==> src/rtl/btb_predictor.sv <==
// Direct-mapped BTB with 2-bit saturating direction counters, feeding the IF PC-select mux.
// Latency: lookup is combinational (zero cycles); training is visible the cycle after the edge.
// Backpressure: none; one lookup and one training update are accepted every cycle.
module btb_predictor #(
    parameter int ENTRIES = 16,
    parameter int IDX_W   = 4,
    parameter int PC_W    = 12
) (
    input  logic        CLK,
    input  logic        RSTn,
    input  logic [31:0] lookup_pc,
    output logic        btb_hit,
    output logic        pred_taken,
    output logic [31:0] nextPcBTB,
    output logic [1:0]  pcSrc,
    input  logic        upd_valid,
    input  logic [31:0] upd_pc,
    input  logic [31:0] upd_target,
    input  logic        upd_taken,
    input  logic        upd_is_jump
);
    localparam int TAG_W = PC_W - IDX_W - 2;

    // Entry storage; only valid and ctr are reset, tag/target are don't-care while invalid.
    logic             valid_q  [ENTRIES];
    logic [TAG_W-1:0] tag_q    [ENTRIES];
    logic [PC_W-1:0]  target_q [ENTRIES];
    logic [1:0]       ctr_q    [ENTRIES];

    logic [IDX_W-1:0] l_idx;
    logic [TAG_W-1:0] l_tag;
    logic [IDX_W-1:0] u_idx;
    logic [TAG_W-1:0] u_tag;
    logic             u_hit;
    logic [1:0]       u_ctr;
    logic             wr_en;
    logic             wr_tgt;
    logic [1:0]       wr_ctr;

    // PC bits outside the index/tag window (and upper target bits) are intentionally ignored.
    logic unused_bits;
    assign unused_bits = ^{lookup_pc[31:PC_W], lookup_pc[1:0],
                           upd_pc[31:PC_W], upd_pc[1:0], upd_target[31:PC_W]};

    // Fetch-side lookup: reads pre-edge contents, no bypass from a same-cycle update.
    always_comb begin
        l_idx      = lookup_pc[IDX_W+1:2];
        l_tag      = lookup_pc[PC_W-1:IDX_W+2];
        btb_hit    = valid_q[l_idx] && (tag_q[l_idx] == l_tag);
        pred_taken = btb_hit && ctr_q[l_idx][1];
        nextPcBTB  = btb_hit ? {{(32-PC_W){1'b0}}, target_q[l_idx]} : 32'd0;
        pcSrc      = {btb_hit, pred_taken};
    end

    // Training decode: jumps force strongly-taken, branches move the counter one step,
    // and a not-taken branch that misses leaves any aliasing entry untouched.
    always_comb begin
        u_idx  = upd_pc[IDX_W+1:2];
        u_tag  = upd_pc[PC_W-1:IDX_W+2];
        u_hit  = valid_q[u_idx] && (tag_q[u_idx] == u_tag);
        u_ctr  = ctr_q[u_idx];
        wr_en  = 1'b0;
        wr_tgt = 1'b0;
        wr_ctr = u_ctr;
        if (upd_is_jump) begin
            wr_en  = 1'b1;
            wr_tgt = 1'b1;
            wr_ctr = 2'b11;
        end else if (upd_taken) begin
            wr_en  = 1'b1;
            wr_tgt = 1'b1;
            if (!u_hit)
                wr_ctr = 2'b10;
            else if (u_ctr != 2'b11)
                wr_ctr = u_ctr + 2'd1;
        end else if (u_hit) begin
            wr_en = 1'b1;
            if (u_ctr != 2'b00)
                wr_ctr = u_ctr - 2'd1;
        end
    end

    // Entry update: reset wipes every entry and blocks training in the same cycle.
    always_ff @(posedge CLK) begin
        if (!RSTn) begin
            for (int i = 0; i < ENTRIES; i++) begin
                valid_q[i] <= 1'b0;
                ctr_q[i]   <= 2'b01;
            end
        end else if (upd_valid && wr_en) begin
            valid_q[u_idx] <= 1'b1;
            tag_q[u_idx]   <= u_tag;
            ctr_q[u_idx]   <= wr_ctr;
            if (wr_tgt)
                target_q[u_idx] <= upd_target[PC_W-1:0];
        end
    end
endmodule

==> config.mk <==
export PLATFORM = sky130hd
export DESIGN_NAME = btb_predictor
export DESIGN_NICKNAME = d
export VERILOG_FILES = /design/src/rtl/btb_predictor.sv
export SDC_FILE = /design/constraint.sdc
export NUM_CORES = 1
export LEC_CHECK = 0
export CAP_MARGIN = 10
export CORE_MARGIN = 3
export CORE_UTILIZATION = 62
export CTS_CLUSTER_DIAMETER = 40
export DETAILED_ROUTE_END_ITERATION = 16
export PLACE_DENSITY = 0.94
export SLEW_MARGIN = 10
export SYNTH_ARGS = -nofsm -noshare
export SYNTH_HDL_FRONTEND = slang
export SYNTH_SLANG_ARGS = --single-unit
==> constraint.sdc <==
create_clock -name CLK -period 10.8 [get_ports CLK]
set_input_delay 2.16 -clock CLK [delete_from_list [all_inputs] [get_ports CLK]]
set_output_delay 2.16 -clock CLK [all_outputs]
set_load 0.03 [all_outputs]
==> results of run 1 <==
## worst min-delay path, cell delays in order (launching register included)
cell	delay, ns
dfxtp_1	0.32
nand2_1	0.06
nand2_1	0.04
## state kept, by name, summed over array words and instances (netlist names)
| name | count |
|---|---|
| valid_q | 16 |
| tag_q | 96 |
| target_q | 192 |
| ctr_q | 32 |
## cell type report
| type | instances | area [um^2] |
|---|---|---|
| Clock buffer | 49 | 1040 |
| Clock inverter | 23 | 214 |
| Sequential cell | 336 | 9930 |
| Multi-Input combinational cell | 377 | 4370 |
| Inverter | 16 | 60.1 |
| Tap cell | 313 | 392 |
| Timing Repair Buffer | 74 | 671 |
| Fill cell | 1310 | 6310 |
## power groups by stage
stage	clock (mW)	combinational [mW]	sequential [mW]
after floorplan	0	0.130	1.47
after global placement	0	0.172	1.47
after detailed placement	0	0.179	1.47
after CTS	1.29	0.181	1.45
after global routing	1.34	0.193	1.45
final	1.28	0.182	1.45
## final timing paths
kind | from | endpoint | slack [ns] | depth (start not counted)
worst min-delay path | valid_q[11]$_DFF_P_ | valid_q[11]$_DFF_P_ | 0.46 | 2
worst max-delay path | lookup_pc[3] | pcSrc[0] | 2.46 | 9
worst max register to register | tag_q[14][4]$_DFFE_PP_ | tag_q[6][4]$_DFFE_PP_ | 6.72 | 7
worst min register to register | valid_q[11]$_DFF_P_ | valid_q[11]$_DFF_P_ | 0.46 | 2
## cell families (layout without fill, tap and decap cells)
logic type / count (synthesis) / in the layout / share of synthesized area, %
other: 1 / 20 / 0.0255
and+or+nand+nor: 157 / 157 / 5.19
buffers and inverters: 86 / 162 / 3.30
adders and majority gates: 1 / 1 / 0.0766
xor gates and xnor gates: 12 / 12 / 0.715
AOI/OAI and AO/OA: 32 / 32 / 1.56
muxes: 155 / 155 / 21.6
DFF: 336 / 336 / 67.5
## layer usage
| metal | track usage (%) | vias up | part of all wire [%] |
|---|---|---|---|
| met5 | 0 | - | 0.037 |
| met1 | 34.3 | 4096 | 33 |
| met4 | 13.6 | 2 | 4.8 |
| met2 | 49.0 | 575 | 53 |
| met3 | 5.42 | 130 | 9.0 |
| li1 | - | 3240 | - |
## metrics by stage
| step | instances | total power [mW] | hold slack (ns) | utilization [%] |
|---|---|---|---|---|
| final | 1188 | 2.91 | 0.459 | 72.6 |
| after global routing | 1188 | 2.98 | 0.477 | 72.6 |
| after CTS | 1188 | 2.92 | 0.464 | 72.6 |
| after detailed placement | 1116 | 1.65 | 0.455 | 67.1 |
| after global placement | 1116 | 1.64 | 0.443 | 67.1 |
| after floorplan | 799 | 1.60 | 0.429 | - |
## placed cells by master (no fill, tap or decap), drive strengths merged, types with 7 or more instances in the layout
master	count
xor2	8
dfxtp	16
clkinv	12
mux4	130
nor2b	17
nand4	7
or2	14
buf	26
mux2i	24
nand2	54
clkdlybuf4s50	48
clkbuf	49
inv	24
conb	20
o21ai	9
nor2	42
edfxtp	320
==> flow_summary.yaml, run 1 <==
synth:
  synthCells: 780
  synthDistinctLibCells: 48
  synth_area_um2: 14700
  synth_seq_cells: 336
  synth-async-reset-ratio_pct: 0
  synth_area_leaders: "edfxtp_1 (65%), mux4_2 (20%), dfxtp_1 (2.2%)"
  synth.avg_cell_area_um2: 18.9
  synth_edf_count: 320
  synth_top_cell_by_area: "edfxtp_1"
  synth.most_common_cell: "edfxtp_1"
  synth_top_area_share_pct: 65.3
  ys.flop_type: "edfxtp_1"
  yosysWarnings: 0
  yosysSeqAreaShare_pct: 67.5
  synthTopCellsByCount: "edfxtp_1 (320), mux4_2 (130), nand2_1 (54), nor2_1 (42)"
grt:
  grt.total_usage_pct: 28.2
  antenna_found_initial: 1
  grt_start_max_net_pins: 53
  grt_pass1_vias: 8423
  grt_pass1_wl_um: 53000
  overflow: 0
cells_and_area:
  post-route-cell-area_um2: 16700
  area.growth.synth_to_final_pct: 13.4
  layout-drive-gt1-share_pct: 27.2
  nets: 946
  antenna_cells: 0
run_status:
  status: "completed"
cts:
  holdBufCountCts: 0
  clk_pin_slew_ns: 0.06
  cts.path.max_buffers: 3
  postCtsResizedCells: 0
  cts_tree: "yes"
  cts_root_buffer: "clkbuf_16"
  clock-sinks: 336
  clk_latency_ns: 0.53
  post_cts_buffers: 0
  cts_inserted_buffers: 40
  htreeDepth: 2
sta:
  fmax_mhz: 120
  setup_slack_ns: 2.46
  tightest_slew_ns: 1.29
  finClkSkew_ns: 0.0198
  period_share_pct: 77.2
  min_period_ns: 8.34
  setup-violations-final: 0
  rsz0062_at_grt: "false"
  final-hold-violation-count: 0
  relSlewSlack_pct: 13.6
  fin_setup_tns_ns: 0
  slew_violations: 0
flow_run:
  drv_cap: 0
critical_path:
  worst_setup_path_start_kind: "primary input"
  crit_slowest_cell: "or4_4"
  crit_fanout: 40
  critPathRequiredTime_ns: 8.64
  path_cells: "buf_4 > buf_4 > mux4_2 > mux4_2 > xnor2_1 > nand4_1 > or4_4 > nor2b_1 > clkdlybuf4s50_1"
  arrival_ns: 6.18
  crit_type: "primary input to output pin"
  crit_buf_inv: 3
  crit_family: "buffers and inverters"
  end_kind: "output pin"
  cpPeakStageDelay_ns: 0.72
place:
  place_ws_ns: 2.47
  port-buffer-count: 52
  gp_congestion: 0.826
  placed_area_um2: 15400
  dpl.hpwl_um: 20000
power:
  swShare_pct: 21.9
  power_leakage_nw: 5.52
  p_per_area_nw_per_um2: 174
  intPower_mw: 2.27
  peakVddDrop_mv: 0.140
  combPwrFrac_pct: 6.3
  switchingPower_uw: 637
  clockPowerShare_pct: 43.9
  p_seq_share_pct: 49.8
die:
  start_util_pct: 64.0
  core_area_um2: 23000
  io_pins: 137
  floorplan.die_area_um2: 25600
  rows: 55
  die-width_um: 160
  fp.dieH_um: 160
route:
  num_vias: 8043
  wl_per_cell_um: 29.5
  ant_nets: 0
  totalWireLength_um: 35100
  post_drt_via_cell_ratio: 6.77
  dr.first_iter.drc_count: 1060
  remaining_drc_errors: 0
  dr.pass1.iters: 6
hold_path:
  hp-class: "flip-flop to flip-flop"
(Power assumes the default switching activity.)
==> inputs of run 2 (changes only) <==
- CORE_UTILIZATION: 62 -> 52
- PLACE_DENSITY: 0.94 -> 0.85
- clock period: 10.8 -> 7.32 ns (I/O delays scaled with it)
==> run 2 against run 1 <==
Effect of this change: design area is 1.6% higher; core utilization is 11 points lower; non-clock buffer count is 3 higher; clock-buffer cell count is 4 lower; wire length is 5.3% lower; register-to-register slack worse by 3.1 ns; worst hold slack better by 0.0042 ns; global-route usage is 6.0 points lower; worst setup slack worse by 1.8 ns; sequential power is 47% higher; die area is 18% higher; first-iteration DRC count is 14% lower; critical endpoint is now pred_taken.
==> flow_summary.yaml, run 2 (synthesis gave the netlist of run 1 again) <==
power:
  peakVddDrop_mv: 0.248
  power_leakage_nw: 5.61
  p_per_area_nw_per_um2: 266
sta:
  min_period_ns: 6.66
  final-hold-violation-count: 0
  fmax_mhz: 150
  fin_setup_tns_ns: 0
  finClkSkew_ns: 0.0231
  slew_violations: 0
  whs_ns: 0.463
  rsz0062_at_grt: "false"
  period_share_pct: 91.0
  relSlewSlack_pct: 27.6
  setup_slack_ns: 0.656
  setup-violations-final: 0
  tightest_slew_ns: 1.08
hold_path:
  holdPathEnd: "valid_q[10]$_DFF_P_"
  hp-class: "flip-flop to flip-flop"
  whs_path_depth: 2
  holdCritStartpoint: "valid_q[10]$_DFF_P_"
critical_path:
  r2r_setup_slack_ns: 3.67
  ff2ff_path_depth: 7
  worst_setup_path_start_kind: "primary input"
  crit_type: "primary input to output pin"
  arrival_ns: 5.20
  crit_fanout: 26
  regToRegEndpoint: "tag_q[6][3]$_DFFE_PP_"
  r2r_start: "tag_q[14][4]$_DFFE_PP_"
  end_kind: "output pin"
  critPathRequiredTime_ns: 5.86
route:
  totalWireLength_um: 33200
  wl_per_cell_um: 26.5
  remaining_drc_errors: 0
  num_vias: 7893
  ant_nets: 0
  post_drt_via_cell_ratio: 6.30
  dr.pass1.iters: 5
  dr.first_iter.drc_count: 909
grt:
  grt_start_max_net_pins: 51
  grt.total_usage_pct: 22.2
  grt_pass1_wl_um: 50600
  overflow: 0
  grt_pass1_vias: 8183
  antenna_found_initial: 0
cts:
  postCtsResizedCells: 0
  cts.path.max_buffers: 3
  cts_root_buffer: "clkbuf_16"
  clk_pin_slew_ns: 0.05
  clk_latency_ns: 0.53
  clock-sinks: 336
  post_cts_buffers: 0
  htreeDepth: 2
  cts_tree: "yes"
  cts_inserted_buffers: 41
  holdBufCountCts: 0
cells_and_area:
  largest_register_ffs: 192
  fin_cells: 1253
  top_register: "target_q"
  final_common_cell: "edfxtp_1"
  top_regs: "target_q: 192 flops, tag_q: 96 flops, ctr_q: 32 flops"
  fin_util_pct: 61.9
  layout-drive-gt1-share_pct: 28.4
  num-fill-cells: 1844
  final_cell_mix: "edfxtp_1 (320), mux4_2 (130), nand2_1 (54)"
  area.growth.synth_to_final_pct: 15.3
  antenna_cells: 0
  nets: 950
run_status:
  status: "completed"
flow_run:
  drv_cap: 0
place:
  port-buffer-count: 52
  dpl.cell_count: 1178
  gp_congestion: 0.878
  dpl.hpwl_um: 19300
  place_ws_ns: 0.739
die:
  core_area_um2: 27400
  start_util_pct: 53.7
  die-width_um: 174
  fp.dieH_um: 174
  io_pins: 137
  rows: 60
  floorplan.die_area_um2: 30300
## run 2: cell types whose count changed in the layout (fill, tap and decap cells not counted), moves of 2 or more
cell,previous run,this run
buf_4,24,27
bufinv_16,2,7
clkbuf_1,8,3
clkinvlp_4,1,6
inv_6,7,5
## run 2: worst max-delay path: stages
cell and delay [ns]:
buf_4 0.42, mux4_2 0.60, mux4_2 0.50, xnor2_1 0.24, nand4_1 0.22, or4_4 0.75, nor2b_1 0.27, clkdlybuf4s50_1 0.71
## run 2: metal layers
layer | GRT usage [%] | wire length, um | vias to the layer above
met4 | 7.74 | 1020 | 0
met5 | 0 | 0 | -
li1 | - | - | 3253
met3 | 4.48 | 2680 | 84
met2 | 37.6 | 17000 | 461
met1 | 28.9 | 12500 | 4095
## run 2: how the worst max path moves through the flow
stage / slack [ns] / startpoint / end
after global routing: 0.56 / lookup_pc[2] / pred_taken
final: 0.66 / lookup_pc[2] / pred_taken
after detailed placement: 0.74 / lookup_pc[2] / pred_taken
after CTS: 0.63 / lookup_pc[2] / pred_taken
after global placement: 0.75 / lookup_pc[2] / pred_taken
after floorplan: 1.53 / lookup_pc[2] / pcSrc[0]
## run 2: cell type report
class	instances	area, um^2	share of cell area, %
Clock buffer	45	1050	6.20
Clock inverter	30	380	2.24
Inverter	16	60.1	0.354
Multi-Input combinational cell	377	4370	25.8
Sequential cell	336	9930	58.6
Tap cell	372	465	2.75
Timing Repair Buffer	77	693	4.09
## run 2: through the flow
step	total power, mW	area [um^2]
after floorplan	2.36	14800
after global placement	2.43	15500
after detailed placement	2.44	15500
after CTS	4.53	16900
after global routing	4.62	17000
final	4.50	17000
## run 2: power breakdown
part	leakage [nW]	switching, mW	internal (mW)
Clock	0.682	0.801	1.30
Combinational	1.93	0.148	0.118
Sequential	3.00	0.00880	2.13
Total	5.61	0.959	3.54
==> inputs of run 3 (changes only) <==
- CORE_UTILIZATION: 52 -> 43
- PLACE_DENSITY: 0.85 -> 0.74
==> run 3 against run 2 <==
Effect of this change: flip-flop and latch count unchanged; worst setup slack better by 0.046 ns; largest power group unchanged; wire length down 2.6%; combinational power about the same; clock power down 12%; non-clock buffer count up 5; largest cell class unchanged; register-to-register slack worse by 0.13 ns; die area up 20%; clock skew down 0.011 ns; worst hold slack worse by 0.0057 ns.
==> flow_summary.yaml, run 3 (synthesis gave the netlist of run 1 again) <==
power:
  power_leakage_nw: 5.55
  switchingPower_uw: 914
  intPower_mw: 3.33
  clockPowerShare_pct: 43.5
  combPwrFrac_pct: 6.2
  swShare_pct: 21.5
  p_seq_share_pct: 50.3
  peakVddDrop_mv: 0.191
  p_per_area_nw_per_um2: 251
route:
  post_drt_via_cell_ratio: 5.74
  remaining_drc_errors: 0
  dr.first_iter.drc_count: 911
  num_vias: 7633
  totalWireLength_um: 32300
  ant_nets: 0
  dr.pass1.iters: 5
  wl_per_cell_um: 24.3
critical_path:
  crit_fanout: 21
  end_kind: "output pin"
  worst_setup_path_start_kind: "primary input"
  cp-startpoint: "lookup_pc[2]"
  critPathRequiredTime_ns: 5.86
  path_cells: "buf_4 > mux4_2 > mux4_2 > xnor2_1 > nand4_1 > or4_4 > nor2b_1 > clkdlybuf4s50_1"
  crit_type: "primary input to output pin"
  arrival_ns: 5.15
  cp_common_cell: "mux4_2"
  cpPeakStageDelay_ns: 0.78
  crit_slowest_cell: "or4_4"
  r2r_start: "tag_q[10][4]$_DFFE_PP_"
die:
  io_pins: 137
  die-width_um: 191
  start_util_pct: 43.7
  rows: 67
  fp.dieH_um: 191
  core_area_um2: 33600
  floorplan.die_area_um2: 36500
cts:
  clock-sinks: 336
  cts.path.max_buffers: 3
  clk_pin_slew_ns: 0.05
  cts_inserted_buffers: 39
  htreeDepth: 2
  cts_root_buffer: "clkbuf_16"
  clk_latency_ns: 0.52
  postCtsResizedCells: 0
  cts_tree: "yes"
  post_cts_buffers: 0
  holdBufCountCts: 0
cells_and_area:
  post-route-cell-area_um2: 16900
  final_cell_mix: "edfxtp_1 (320), mux4_2 (130), nand2_1 (54)"
  fin_util_pct: 50.2
  top_register: "target_q"
  num-fill-cells: 2645
  nets: 953
  final_common_cell: "edfxtp_1"
  top_regs: "target_q: 192 flops, tag_q: 96 flops, ctr_q: 32 flops"
  layout-drive-gt1-share_pct: 27.7
  antenna_cells: 0
  largest_register_ffs: 192
  area.growth.synth_to_final_pct: 14.8
hold_path:
  holdCritStartpoint: "valid_q[12]$_DFF_P_"
  hp-class: "flip-flop to flip-flop"
grt:
  antenna_found_initial: 0
  grt_pass1_vias: 7751
  grt.total_usage_pct: 18.0
  grt_pass1_wl_um: 48600
  overflow: 0
  grt_start_max_net_pins: 50
place:
  dpl.hpwl_um: 19800
  place_ws_ns: 0.691
  port-buffer-count: 52
  placed_area_um2: 15600
  gp_congestion: 0.837
sta:
  rsz0062_at_grt: "false"
  setup_slack_ns: 0.702
  fin_setup_tns_ns: 0
  slew_violations: 0
  min_period_ns: 6.62
  setup-violations-final: 0
  final-hold-violation-count: 0
  relSlewSlack_pct: 34.1
  period_share_pct: 90.4
  tightest_slew_ns: 0.988
  finClkSkew_ns: 0.0118
  fmax_mhz: 151
  whs_ns: 0.458
run_status:
  status: "completed"
flow_run:
  drv_cap: 0
[run 3: changes by cell type in the layout (fill, tap and decap cells not counted)]
| cell | change |
|---|---|
| bufinv_16 | -6 |
| buf_4 | +5 |
| clkbuf_1 | +5 |
| clkinvlp_4 | -4 |
| clkinv_4 | +3 |
| nor2_1 | +2 |
| nor2_2 | -2 |
| clkinv_1 | -1 |
| clkinv_8 | -1 |
| o21ai_1 | +1 |
| o21ai_2 | -1 |
[run 3: path summary, 6_finish.rpt]
path                           endpoint  slack (ns)  cells after the start
hold / removal      valid_q[12]$_DFF_P_        0.46                      2
hold reg to reg     valid_q[12]$_DFF_P_        0.46                      2
setup reg to reg  tag_q[6][3]$_DFFE_PP_        3.54                      7
setup / recovery          nextPcBTB[11]        0.70                      8
[run 3: final cells by class]
| cell class | instances | area (um^2) | area share, % |
|---|---|---|---|
| inverters | 16 | 60.1 | 0.356 |
| repair buffers | 82 | 731 | 4.33 |
| well taps | 448 | 561 | 3.32 |
| clock inverters | 21 | 176 | 1.04 |
| multi-input cells | 377 | 4360 | 25.8 |
| clock buffers | 50 | 1070 | 6.33 |
| flip-flops and latches | 336 | 9930 | 58.8 |
[run 3: layer usage]
metal | track usage (%) | up-vias | wire, um
li1 | - | 3263 | -
met1 | 24.5 | 3928 | 12800
met2 | 30.2 | 378 | 16300
met3 | 3.03 | 64 | 2410
met4 | 4.83 | 0 | 766
met5 | 0 | - | 0
[run 3: per-stage QoR]
step	instances	power [mW]
6_report	1330	4.25
5_1_grt	1330	4.37
3_5_place_dp	1259	2.44
4_1_cts	1330	4.27
3_3_place_gp	1259	2.43
2_1_floorplan	799	2.36
[run 3: critical path: cells and delay by family]
family                    cells  cell delay, ns
and+or+nand+nor               3            1.33
buffers and inverters         2            1.08
muxes                         2            1.06
xor gates and xnor gates      1            0.21
[run 3: power groups by stage]
| stage | sequential (mW) | clock (mW) | combinational (mW) |
|---|---|---|---|
| after floorplan | 2.17 | 0 | 0.191 |
| after global placement | 2.17 | 0 | 0.262 |
| after detailed placement | 2.17 | 0 | 0.266 |
| after CTS | 2.13 | 1.87 | 0.267 |
| after global routing | 2.13 | 1.95 | 0.285 |
| final | 2.13 | 1.85 | 0.265 |
